$ cat config.mk
export PLATFORM = sky130hd
export DESIGN_NAME = vxu_bank_issue_seq
export DESIGN_NICKNAME = d
export VERILOG_FILES = /design/src/rtl/vxu_bank_issue_seq_pkg.sv /design/src/rtl/vxu_bank_issue_wdelay.sv /design/src/rtl/vxu_bank_issue_seq.sv
export SDC_FILE = /design/constraint.sdc
export NUM_CORES = 1
export LEC_CHECK = 0
export ABC_AREA = 0
export CAP_MARGIN = 20
export CORE_MARGIN = 2
export CORE_UTILIZATION = 60
export DETAILED_ROUTE_END_ITERATION = 8
export DONT_BUFFER_PORTS = 1
export PLACE_DENSITY = 0.79
export SLEW_MARGIN = 5
export SYNTH_ARGS = -nofsm -noshare
export SYNTH_HDL_FRONTEND = slang
export SYNTH_HIERARCHICAL = 1
export SYNTH_SLANG_ARGS = --single-unit
$ cat constraint.sdc
create_clock -name clk -period 4.2 [get_ports clk]
set_clock_uncertainty 0.15 [all_clocks]
set_input_delay 0.42 -clock clk [delete_from_list [all_inputs] [get_ports clk]]
set_output_delay 0.42 -clock clk [all_outputs]
set_load 0.01 [all_outputs]
$ cat src/rtl/vxu_bank_issue_seq_pkg.sv
// ---------------------------------------------------------------------------
// vxu_bank_issue_seq_pkg
// Shared B8 bank configuration for the bank issue sequencer: bank count,
// field widths used on the command and stripe ports, FSM state encodings and
// the packed write-stripe record carried through the write-delay pipe.
// No ports (package).
// ---------------------------------------------------------------------------
package vxu_bank_issue_seq_pkg;

  localparam int NBANK      = 8;
  localparam int SZ_LGBANK  = $clog2(NBANK);
  localparam int SZ_VLEN    = 8;
  localparam int SZ_BVLEN   = SZ_LGBANK;
  localparam int SZ_BREGLEN = 8;
  localparam int SZ_BOPL    = 2;
  localparam int SZ_BRPORT  = 8;
  localparam int SZ_BWPORT  = 3;
  localparam int SZ_VIU_FN  = 11;
  localparam int SZ_DATA    = 65;

  // Width of the stripe index: one stripe covers NBANK elements.
  localparam int SZ_STRIPE  = SZ_VLEN - SZ_LGBANK;

  typedef enum logic [1:0] {
    ST_IDLE  = 2'd0,
    ST_READ  = 2'd1,
    ST_DRAIN = 2'd2
  } state_t;

  typedef struct packed {
    logic                  wen;
    logic                  wlast;
    logic [SZ_BVLEN-1:0]   wcnt;
    logic [SZ_BREGLEN-1:0] waddr;
  } wstripe_t;

endpackage

$ cat src/rtl/vxu_bank_issue_wdelay.sv
// ---------------------------------------------------------------------------
// vxu_bank_issue_wdelay
// WLAT-deep shift register that delays write-stripe control so each write
// stripe leaves exactly WLAT cycles after the read stripe it belongs to.
// Ports:
//   clk       - clock
//   reset     - asynchronous active-low reset, clears every stage
//   stripe_in - write stripe captured alongside the read stripe
//   stripe_out- write stripe as seen by bank 0
// ---------------------------------------------------------------------------
module vxu_bank_issue_wdelay
  import vxu_bank_issue_seq_pkg::*;
#(
  parameter int WLAT = 2
) (
  input  logic     clk,
  input  logic     reset,
  input  wstripe_t stripe_in,
  output wstripe_t stripe_out
);

  wstripe_t pipe [WLAT];

  always_ff @(posedge clk or negedge reset) begin
    if (!reset) begin
      for (int i = 0; i < WLAT; i++) pipe[i] <= '0;
    end else begin
      pipe[0] <= stripe_in;
      for (int i = 1; i < WLAT; i++) pipe[i] <= pipe[i-1];
    end
  end

  assign stripe_out = pipe[WLAT-1];

endmodule

$ cat src/rtl/vxu_bank_issue_seq.sv
// ---------------------------------------------------------------------------
// vxu_bank_issue_seq
// Sequences one vector command into bank 0 as a series of 8-element stripes.
// Each cycle in READ emits one registered read stripe plus its ALU op; the
// matching write stripe is captured at the same time and delayed WLAT cycles
// through vxu_bank_issue_wdelay.
// Ports:
//   clk, reset           - clock, asynchronous active-low reset
//   cmd_val / cmd_rdy    - command handshake (ready only while idle)
//   cmd_*                - command fields, latched on acceptance
//   out_r*               - read-stripe control into bank 0
//   out_w*               - write-stripe control into bank 0
//   out_viu_*            - ALU op issued with each read stripe
//   busy                 - command in flight
// ---------------------------------------------------------------------------
module vxu_bank_issue_seq
  import vxu_bank_issue_seq_pkg::*;
#(
  parameter int WLAT = 2
) (
  input  logic                  clk,
  input  logic                  reset,
  input  logic                  cmd_val,
  output logic                  cmd_rdy,
  input  logic [SZ_VLEN-1:0]    cmd_vlen,
  input  logic [SZ_BREGLEN-1:0] cmd_vs,
  input  logic [SZ_BREGLEN-1:0] cmd_vd,
  input  logic [SZ_BREGLEN-1:0] cmd_stride,
  input  logic [SZ_BOPL-1:0]    cmd_roplen,
  input  logic [SZ_BRPORT-1:0]  cmd_rblen,
  input  logic [SZ_BWPORT-1:0]  cmd_wsel,
  input  logic [SZ_VIU_FN-1:0]  cmd_fn,
  input  logic [SZ_DATA-1:0]    cmd_imm,
  output logic                  out_ren,
  output logic                  out_rlast,
  output logic [SZ_BVLEN-1:0]   out_rcnt,
  output logic [SZ_BREGLEN-1:0] out_raddr,
  output logic [SZ_BOPL-1:0]    out_roplen,
  output logic [SZ_BRPORT-1:0]  out_rblen,
  output logic                  out_wen,
  output logic                  out_wlast,
  output logic [SZ_BVLEN-1:0]   out_wcnt,
  output logic [SZ_BREGLEN-1:0] out_waddr,
  output logic [SZ_BWPORT-1:0]  out_wsel,
  output logic                  out_viu_val,
  output logic [SZ_VIU_FN-1:0]  out_viu_fn,
  output logic [SZ_VLEN-1:0]    out_viu_utidx,
  output logic [SZ_DATA-1:0]    out_viu_imm,
  output logic                  busy
);

  state_t state_q, state_d;

  logic [SZ_VLEN-1:0]    vlen_q;
  logic [SZ_BREGLEN-1:0] stride_q;
  logic [SZ_BOPL-1:0]    roplen_q;
  logic [SZ_BRPORT-1:0]  rblen_q;
  logic [SZ_BWPORT-1:0]  wsel_q;
  logic [SZ_VIU_FN-1:0]  fn_q;
  logic [SZ_DATA-1:0]    imm_q;
  logic [SZ_BREGLEN-1:0] raddr_q;
  logic [SZ_BREGLEN-1:0] waddr_q;
  logic [SZ_STRIPE-1:0]  stripe_q;

  wstripe_t wcand_q;
  wstripe_t wout;

  logic                accept;
  logic                is_last;
  logic [SZ_BVLEN-1:0] rcnt_next;

  assign accept    = (state_q == ST_IDLE) && cmd_val;
  assign is_last   = (stripe_q == vlen_q[SZ_VLEN-1:SZ_LGBANK]);
  // Full stripes cover all banks; the final one covers the low vlen bits.
  assign rcnt_next = is_last ? vlen_q[SZ_LGBANK-1:0] : '1;

  assign cmd_rdy = (state_q == ST_IDLE);
  assign busy    = (state_q != ST_IDLE);

  // State register.
  always_ff @(posedge clk or negedge reset) begin
    if (!reset) state_q <= ST_IDLE;
    else        state_q <= state_d;
  end

  // Next state: DRAIN ends while the last write stripe is visible, so
  // cmd_rdy rises in the cycle after it.
  always_comb begin
    state_d = state_q;
    case (state_q)
      ST_IDLE:  if (cmd_val)   state_d = ST_READ;
      ST_READ:  if (is_last)   state_d = ST_DRAIN;
      ST_DRAIN: if (wout.wlast) state_d = ST_IDLE;
      default:  state_d = ST_IDLE;
    endcase
  end

  // Command latch, stripe walk and registered read-side outputs. Addresses
  // are accumulated by stride rather than multiplied; wrap is natural.
  always_ff @(posedge clk or negedge reset) begin
    if (!reset) begin
      vlen_q        <= '0;
      stride_q      <= '0;
      roplen_q      <= '0;
      rblen_q       <= '0;
      wsel_q        <= '0;
      fn_q          <= '0;
      imm_q         <= '0;
      raddr_q       <= '0;
      waddr_q       <= '0;
      stripe_q      <= '0;
      wcand_q       <= '0;
      out_ren       <= 1'b0;
      out_rlast     <= 1'b0;
      out_rcnt      <= '0;
      out_raddr     <= '0;
      out_roplen    <= '0;
      out_rblen     <= '0;
      out_viu_val   <= 1'b0;
      out_viu_fn    <= '0;
      out_viu_utidx <= '0;
      out_viu_imm   <= '0;
    end else begin
      wcand_q       <= '0;
      out_ren       <= 1'b0;
      out_rlast     <= 1'b0;
      out_rcnt      <= '0;
      out_raddr     <= '0;
      out_roplen    <= '0;
      out_rblen     <= '0;
      out_viu_val   <= 1'b0;
      out_viu_fn    <= '0;
      out_viu_utidx <= '0;
      out_viu_imm   <= '0;
      if (accept) begin
        vlen_q   <= cmd_vlen;
        stride_q <= cmd_stride;
        roplen_q <= cmd_roplen;
        rblen_q  <= cmd_rblen;
        wsel_q   <= cmd_wsel;
        fn_q     <= cmd_fn;
        imm_q    <= cmd_imm;
        raddr_q  <= cmd_vs;
        waddr_q  <= cmd_vd;
        stripe_q <= '0;
      end
      if (state_q == ST_READ) begin
        out_ren       <= 1'b1;
        out_rlast     <= is_last;
        out_rcnt      <= rcnt_next;
        out_raddr     <= raddr_q;
        out_roplen    <= roplen_q;
        out_rblen     <= rblen_q;
        out_viu_val   <= 1'b1;
        out_viu_fn    <= fn_q;
        out_viu_utidx <= {stripe_q, {SZ_LGBANK{1'b0}}};
        out_viu_imm   <= imm_q;
        wcand_q       <= '{wen: 1'b1, wlast: is_last, wcnt: rcnt_next, waddr: waddr_q};
        raddr_q       <= raddr_q + stride_q;
        waddr_q       <= waddr_q + stride_q;
        stripe_q      <= stripe_q + 1'b1;
      end
    end
  end

  vxu_bank_issue_wdelay #(
    .WLAT(WLAT)
  ) u_wdelay (
    .clk       (clk),
    .reset     (reset),
    .stripe_in (wcand_q),
    .stripe_out(wout)
  );

  assign out_wen   = wout.wen;
  assign out_wlast = wout.wlast;
  assign out_wcnt  = wout.wcnt;
  assign out_waddr = wout.waddr;
  assign out_wsel  = wout.wen ? wsel_q : '0;

endmodule
After elaboration in Yosys (flattened, before gate mapping)
Cells that the tools add are included.
{ "word_totals": {"word_cells": 68, "in_bits": 124, "register_bits": 274} }
{ "classes": {"n_addsub": 3, "reduce_logical": 5, "n_eq_ne": 6, "n_mux": 22} }
{ "ops": {"columns": ["op", "count"], "rows": [
  ["$mux W65", 1],
  ["$mux W8", 7],
  ["$add A8 B8 Y8", 2],
  ["$mux W13", 1],
  ["$mux W11", 1],
  ["$mux W5", 2],
  ["$mux W3", 3],
  ["$mux W2", 4],
  ["$pmux W2 S3", 1],
  ["$add A5 B1 Y5 const B", 1],
  ["$eq A5 B5 Y1", 1],
  ["$ne A2 B2 Y1 const B", 2],
  ["$reduce_bool A2 Y1", 2],
  ["$reduce_and A3 Y1", 1],
  ["$eq A2 B1 Y1 const B", 1],
  ["$eq A2 B2 Y1 const B", 1],
  ["$logic_not A2 Y1", 1],
  ["$mux W1", 2],
  ["$ne A2 B1 Y1 const B", 1],
  ["$logic_and A1 B1 Y1", 1]
]} }

Depth between registers and ports, before layout
Gate-level depths: netlist of run 1.
{ "logic_depth": {"depth_word": 4, "depth_mapped": 8} }

Hierarchy
The synthesis of run 1 kept the hierarchy.
{ "modules_own_cells": {"columns": ["module", "instances", "cells_per_inst", "area_each_um2"], "rows": [
  ["vxu_bank_issue_seq", 1, 878, 9241.4],
  ["vxu_bank_issue_wdelay", 1, 39, 748.2]
]} }

Least setup slack after synthesis of run 1
Ideal clock, no wire load.
{ "synth_timing": {"kind": "register to register", "start": "register stride_q[0]", "end": "register raddr_q[6]", "path_buffers": 0, "t_required_ns": 3.930, "setup_slack_ns": 2.223, "period_less_slack_ns": 1.977, "arrival_ns": 1.708, "stages_incl_launch_ff": 9, "cell_sequence": "dfrtp_1 ha_1 inv_1 fa_1 nand2b_1 a21oi_1 o21a_1 or3_1 a31o_1"} }
{ "synth_via": {"elab_chain_len": 2} }
{ "synth_lines": {"columns": ["element", "line_no", "text"], "rows": [
  ["from (decl)", "vxu_bank_issue_seq.sv:55", "logic [SZ_BREGLEN-1:0] stride_q;"],
  ["from (signal assigned)", "vxu_bank_issue_seq.sv:137", "stride_q <= cmd_stride;"],
  ["$add A8 B8 Y8", "vxu_bank_issue_seq.sv:159", "raddr_q <= raddr_q + stride_q;"],
  ["$mux W8", "vxu_bank_issue_seq.sv:147", "if (state_q == ST_READ) begin"],
  ["to (signal assigned)", "vxu_bank_issue_seq.sv:143", "raddr_q <= cmd_vs;"],
  ["to (signal assigned)", "vxu_bank_issue_seq.sv:159", null],
  ["to (decl)", "vxu_bank_issue_seq.sv:61", "logic [SZ_BREGLEN-1:0] raddr_q;"]
]} }
No other way between the ends.
A chain may end at the register's enable or synchronous reset.

Worst setup path in the final report of run 1
{ "layout_timing": {"start": "register state_q[1]", "end": "register out_viu_imm[45]"} }
{ "layout_via": {"elab_chain_len": 2} }
{ "layout_lines": {"columns": ["element", "line_no", "text"], "rows": [
  ["from (decl)", "vxu_bank_issue_seq.sv:52", "state_t state_q, state_d;"],
  ["from (signal assigned)", "vxu_bank_issue_seq.sv:83", "else state_q <= state_d;"],
  ["$eq A2 B1 Y1", "vxu_bank_issue_seq.sv:147", null],
  ["$mux W65", "vxu_bank_issue_seq.sv:147", null],
  ["to (signal assigned)", "vxu_bank_issue_seq.sv:157", "out_viu_imm <= imm_q;"],
  ["to (decl)", "vxu_bank_issue_seq.sv:48", "output logic [SZ_DATA-1:0] out_viu_imm,"]
]} }
No other way between the ends.

==> results of run 1 <==
==> cell type report <==
class | instances | area [um^2]
clock buffers | 39 | 780.7
clock inverters | 8 | 100.1
fillers | 1041 | 4438
inverters | 9 | 36.28
multi-input cells | 582 | 2909
flip-flops and latches | 266 | 6656
well taps | 220 | 275.3
repair buffers | 122 | 1211
==> where the power goes <==
part	internal, mW	switching [mW]
sequential	3.64	0.803
clock	1.41	0.937
combinational	1.04	1.41
total	6.09	3.15
==> path summary, 6_finish.rpt <==
path | startpoint | endpoint | slack, ps | cells after the start
worst max-delay path | state_q[1]$_DFFE_PN0P_ | out_viu_imm[45]$_DFF_PN0_ | 1590 | 4
worst min-delay path | reset | roplen_q[0]$_DFFE_PN0P_ | -550 | 0
worst max register to register | state_q[1]$_DFFE_PN0P_ | out_viu_imm[45]$_DFF_PN0_ | 1590 | 4
worst min register to register | wcand_q[1]$_DFF_PN0_ | u_wdelay/pipe[14]$_DFF_PN0_ | 200 | 0
max in group asynchronous | reset | raddr_q[6]$_DFFE_PN0P_ | 3840 | 0
min in group clk | cmd_vs[5] | raddr_q[5]$_DFFE_PN0P_ | 30 | 3
==> sequential cells by signal, indices dropped and copies added (netlist names), 3 cells and up <==
signal               count
raddr_q                  8
out_viu_imm             65
waddr_q                  8
fn_q                    11
out_viu_fn              11
u_wdelay/pipe           13
vlen_q                   8
imm_q                   65
out_raddr                8
out_rblen                8
out_viu_utidx            5
rblen_q                  8
wcand_q                 10
stride_q                 8
wsel_q                   3
u_wdelay/stripe_out     13
stripe_q                 5
==> layout by cell type (no fill, tap or decap), types with 3 or more instances in the layout <==
cell and count:
nand2_1 334, dfrtp_1 266, dlygate4sd3_1 118, and2_1 108
nor2_1 28, clkbuf_16 27, o21ai_0 15, ha_1 15
a21oi_1 11, inv_1 8, xnor2_1 7, a221o_1 6
clkbuf_8 6, clkbuf_1 6, xor2_1 5, nor3_1 5
nand3_1 5, o21ai_1 5, a22oi_1 4, buf_4 4
nand2b_1 3, conb_1 3, clkinv_2 3
==> logic make-up (layout without fill, tap and decap cells) <==
kind of cell	after synthesis	in the layout	synth area share, %
mux	2	2	0.2254
compound gates	57	57	3.770
xor+xnor	12	12	1.052
fa+ha+maj	17	17	2.280
buf+inv	71	178	4.421
other cells	1	3	0.03754
flops	266	266	66.63
simple gates	491	491	21.58
==> metal layers <==
metal | global-route usage (%) | vias up | part of all wire (%)
met3 | 4.253 | 45 | 5.4
met2 | 41.65 | 225 | 52
li1 | - | 3022 | -
met4 | 8.602 | 0 | 2.8
met5 | 0 | - | 0
met1 | 31.38 | 3242 | 40
==> stage by stage <==
step | utilization (%) | hold WS (ps) | setup slack (ps)
3_5_place_dp | 60.38 | -21.75 | 1568
5_1_grt | 72.95 | -575.0 | 1370
6_report | 72.95 | -547.8 | 1587
2_1_floorplan | - | -25.59 | 2223
4_1_cts | 72.95 | -571.7 | 1552
3_3_place_gp | 60.38 | -21.84 | 1643
==> worst register-to-register path, delay by kind of cell (launching register included) <==
family | cells | cell delay, ps
buf+inv | 2 | 1230
flops | 1 | 410
simple gates | 2 | 750
==> results.sh, run 1 <==
export IMPL_run_status="finished, violations left"
export IMPL_violations="negative hold slack"
export IMPL_cts_setup_buffers=0
export IMPL_p_per_area_nw_per_um2=772.5
export IMPL_portBuffers=0
export IMPL_yosys_warnings=6
export IMPL_ir_worst_vdd_uv=832.6
export IMPL_max_slew_margin_pct=49.34
export IMPL_leakage_nw=5.991
export IMPL_placed_area_um2=9907
export IMPL_maxSlewViolCount=0
export IMPL_start_util_pct=60.89
export IMPL_async_reset_ff_share_pct=100.0
export IMPL_synth_top_area_share_pct=66.63
export IMPL_whs_ps=-547.8
export IMPL_cts_made_buffers=27
export IMPL_htreeDepth=1
export IMPL_netlist_top_cells_area="dfrtp_1, nand2_1, and2_1, buf_4, ha_1"
export IMPL_dpl_hpwl_mm=12.43
export IMPL_die_area_um2=17700
export IMPL_syn_mean_instance_area_um2=10.89
export IMPL_synth_edf_count=0
export IMPL_design_area_um2=11970
export IMPL_ys_ff_latch=266
export IMPL_ys_seq_area_share_pct=66.63
export IMPL_max_cap_violations=0
export IMPL_startpoint_type="register"
export IMPL_cp_max_fo=68
export IMPL_worst_pin_slew_ps=759.9
export IMPL_drive_above_1_share_pct=5.361
export IMPL_dr_pass1_iters=5
export IMPL_place_congestion=0.9081
export IMPL_fin_setup_tns_ps=0
export IMPL_grt_pass1_wl_mm=34.34
export IMPL_drt_wl_total_mm=21.38
export IMPL_setup_viol=0
export IMPL_clk_pin_slew_ps=60
export IMPL_grt_usage_pct=24.26
export IMPL_critPathTopFamily="buffers and inverters"
export IMPL_cp_data_arrival_time_ps=2920
export IMPL_synthFlopType="dfrtp_1"
export IMPL_rows=47
export IMPL_clock_fmax_ghz=0.3827
export IMPL_diodes=0
export IMPL_grt_ovfl_total=0
export IMPL_critical_path_buf_inv_count=2
export IMPL_dp_cells=1081
export IMPL_synth_area_um2=9990
export IMPL_numClockSinks=266
export IMPL_fin_crit_ps=2613
export IMPL_synth_common_cells="nand2_1, dfrtp_1, and2_1"
export IMPL_critPathMaxStageDelay_ps=650
export IMPL_fin_nets=1149
export IMPL_required_ps=4500
export IMPL_rsz0062_at_grt="no"
export IMPL_clkLatencyLatePin_ps=520
export IMPL_cts_root_buf="clkbuf_16"
export IMPL_core_area_um2=16410
export IMPL_layoutNonFillerInstCount=1246
export IMPL_yosys_area_top_type="dfrtp_1"
export IMPL_finalCritPeriodShare_pct=62.21
export IMPL_end_kind="register"
export IMPL_floorplan_die_width_um=133.0
export IMPL_synth_cell_type_count=38
export IMPL_path_cells="nand2b_1 > inv_4 > buf_4 > and2_1"
export IMPL_cp_slowest_cell="inv_4"
export IMPL_netlist_instances=917
export IMPL_hold_buffers=118
export IMPL_p_total_mw=9.246
export IMPL_clk_path_buf_depth=3
export IMPL_vias_per_cell=5.244
export IMPL_min_path_type="input pin to async pin"
export IMPL_area_delta_synth_final_pct=19.81
export IMPL_fp_dieH_um=133.0
export IMPL_antenna_found_initial=0
export IMPL_cts_tree="built"
export IMPL_io_pins=250
export IMPL_drcViolationCount=0
export IMPL_hold_violations=266
export IMPL_dr_total_vias=6534
export IMPL_ant_nets=0
export IMPL_worstSetupPathType="register to register"
export IMPL_yosysMostFrequentCell="nand2_1"
export IMPL_wl_per_cell_um=17.16
export IMPL_grt_pass1_vias=6793
export IMPL_grt_max_degree=267
export IMPL_cts_resized=0
export IMPL_drt_iter0_drc=397
(Power assumes the default switching activity.)
==> inputs of run 2 (changes only) <==
clock period = 2.5 ns   (was 4.2 ns; I/O delays follow)
==> run 2 against run 1 <==
Effect of this change:
- the flow still finishes with violations (negative hold slack)
- sequential share of layout area fell by 0.74 points
- die area did not move
- register-to-register slack got worse by 1300 ps
- worst hold slack got worse by 170 ps
- clock power rose by 71%
- highest routed layer unchanged
==> results.sh, run 2 (synthesis results as in run 1) <==
export IMPL_setup_viol=0
export IMPL_setup_slack_ps=299.4
export IMPL_dr_total_vias=6539
export IMPL_die_area_um2=17700
export IMPL_rsz0062_at_grt="no"
export IMPL_clk_pin_slew_ps=60
export IMPL_violations="negative hold slack"
export IMPL_maxSlewViolCount=0
export IMPL_required_ps=2750
export IMPL_whs_ps=-715.3
export IMPL_drive_above_1_share_pct=6.449
export IMPL_area_delta_synth_final_pct=21.43
export IMPL_rows=47
export IMPL_grt_pass1_vias=6827
export IMPL_startpoint_type="register"
export IMPL_core_area_um2=16410
export IMPL_hold_buffers=124
export IMPL_fin_setup_tns_ps=0
export IMPL_vias_per_cell=5.186
export IMPL_dr_pass1_iters=5
export IMPL_grt_pass1_wl_mm=34.81
export IMPL_floorplan_die_width_um=133.0
export IMPL_drt_wl_total_mm=21.58
export IMPL_io_pins=250
export IMPL_grt_usage_pct=24.60
export IMPL_worstSetupPathType="register to register"
export IMPL_cts_resized=0
export IMPL_run_status="finished, violations left"
export IMPL_numClockSinks=266
export IMPL_ant_nets=0
export IMPL_portBuffers=0
export IMPL_antenna_found_initial=2
export IMPL_leakage_nw=6.067
export IMPL_grt_max_degree=267
export IMPL_cts_made_buffers=26
export IMPL_hold_violations=266
export IMPL_fp_dieH_um=133.0
export IMPL_cp_max_fo=3
export IMPL_fin_crit_ps=2201
export IMPL_min_path_type="input pin to async pin"
export IMPL_grt_ovfl_total=0
export IMPL_wl_per_cell_um=17.11
export IMPL_ir_worst_vdd_uv=1162
export IMPL_drt_iter0_drc=404
export IMPL_worstRegToRegCells=8
export IMPL_cts_setup_buffers=0
export IMPL_fill_cells=1050
export IMPL_place_congestion=0.8440
export IMPL_utilization_pct=73.93
export IMPL_dpl_hpwl_mm=12.65
export IMPL_cp_data_arrival_time_ps=2450
export IMPL_max_cap_violations=0
export IMPL_drcViolationCount=0
export IMPL_clock_fmax_ghz=0.4544
export IMPL_top_regs="imm_q: 65 flops, out_viu_imm: 65 flops"
export IMPL_final_common_cell="nand2_1"
export IMPL_place_ws_ps=346.4
export IMPL_p_per_area_nw_per_um2=1298
export IMPL_htreeDepth=1
export IMPL_clk_path_buf_depth=3
export IMPL_max_slew_margin_pct=50.85
export IMPL_fin_nets=1160
export IMPL_clkLatencyLatePin_ps=510
export IMPL_final_cell_mix="nand2_1, dfrtp_1, dlygate4sd3_1, and2_1, nor2_1"
export IMPL_finalCritPeriodShare_pct=88.02
export IMPL_end_kind="register"
export IMPL_start_util_pct=60.89
export IMPL_cts_root_buf="clkbuf_16"
export IMPL_worst_pin_slew_ps=737.2
export IMPL_cts_tree="built"
-- run 2: cell count changes in the layout (fill, tap and decap cells not counted), sizes merged --
cell,before,now
clkbuf,39,33
clkinv,4,9
clkinvlp,1,2
bufinv,2,3
dlygate4sd3,118,124
buf,4,10
diode,0,2
-- run 2: power by group --
part,internal (mW),leakage [nW],total [mW],switching [mW]
Clock,2.41,0.450,4.02,1.61
Combinational,1.84,2.25,4.27,2.43
Sequential,6.12,3.37,7.46,1.34
Total,10.4,6.07,15.7,5.38
-- run 2: path summary, 6_finish.rpt --
kind,startpoint,end,slack [ps]
max,stride_q[0]$_DFFE_PN0P_,waddr_q[6]$_DFFE_PN0P_,300
min,reset,rblen_q[3]$_DFFE_PN0P_,-720
max reg2reg,stride_q[0]$_DFFE_PN0P_,waddr_q[6]$_DFFE_PN0P_,300
min reg2reg,u_wdelay/pipe[16]$_DFF_PN0_,u_wdelay/stripe_out[3]$_DFF_PN0_,200
max in group asynchronous,reset,imm_q[22]$_DFFE_PN0P_,2290
min in group clk,u_wdelay/pipe[16]$_DFF_PN0_,u_wdelay/stripe_out[3]$_DFF_PN0_,200
-- run 2: per-stage QoR --
step                      cell area [um^2]  instances  hold slack (ps)  power, mW
after floorplan                       9997        919           -195.6      10.67
after global placement                9977       1087           -191.1      11.26
after detailed placement              9977       1087           -192.4      11.53
after CTS                            12130       1259           -736.7      15.77
after global routing                 12130       1261           -736.4      16.76
final                                12130       1261           -715.3      15.75
-- run 2: worst max-delay path: stages, from the launching register on --
cell      delay, ps
dfrtp_1         380
ha_1            220
inv_1            70
fa_1            400
nand2b_1        180
a21oi_1         240
o21a_1          160
o21ai_0          70
a31o_1          210
-- run 2: area by class of cell --
class / instances / area, um^2 / share of cell area, %
inverters: 9 / 36.28 / 0.2991
diodes: 2 / 5.005 / 0.04126
flip-flops and latches: 266 / 6656 / 54.87
clock buffers: 33 / 737.0 / 6.075
clock inverters: 15 / 170.2 / 1.403
repair buffers: 134 / 1341 / 11.06
multi-input cells: 582 / 2909 / 23.98
well taps: 220 / 275.3 / 2.269
-- run 2: layer usage --
metal / global-route usage (%) / vias to the layer above / part of all wire, %
met1: 32.67 / 3244 / 40
met3: 4.023 / 36 / 5.2
met2: 41.80 / 210 / 52
met4: 8.244 / 0 / 2.4
li1: - / 3049 / -
met5: 0 / - / 0
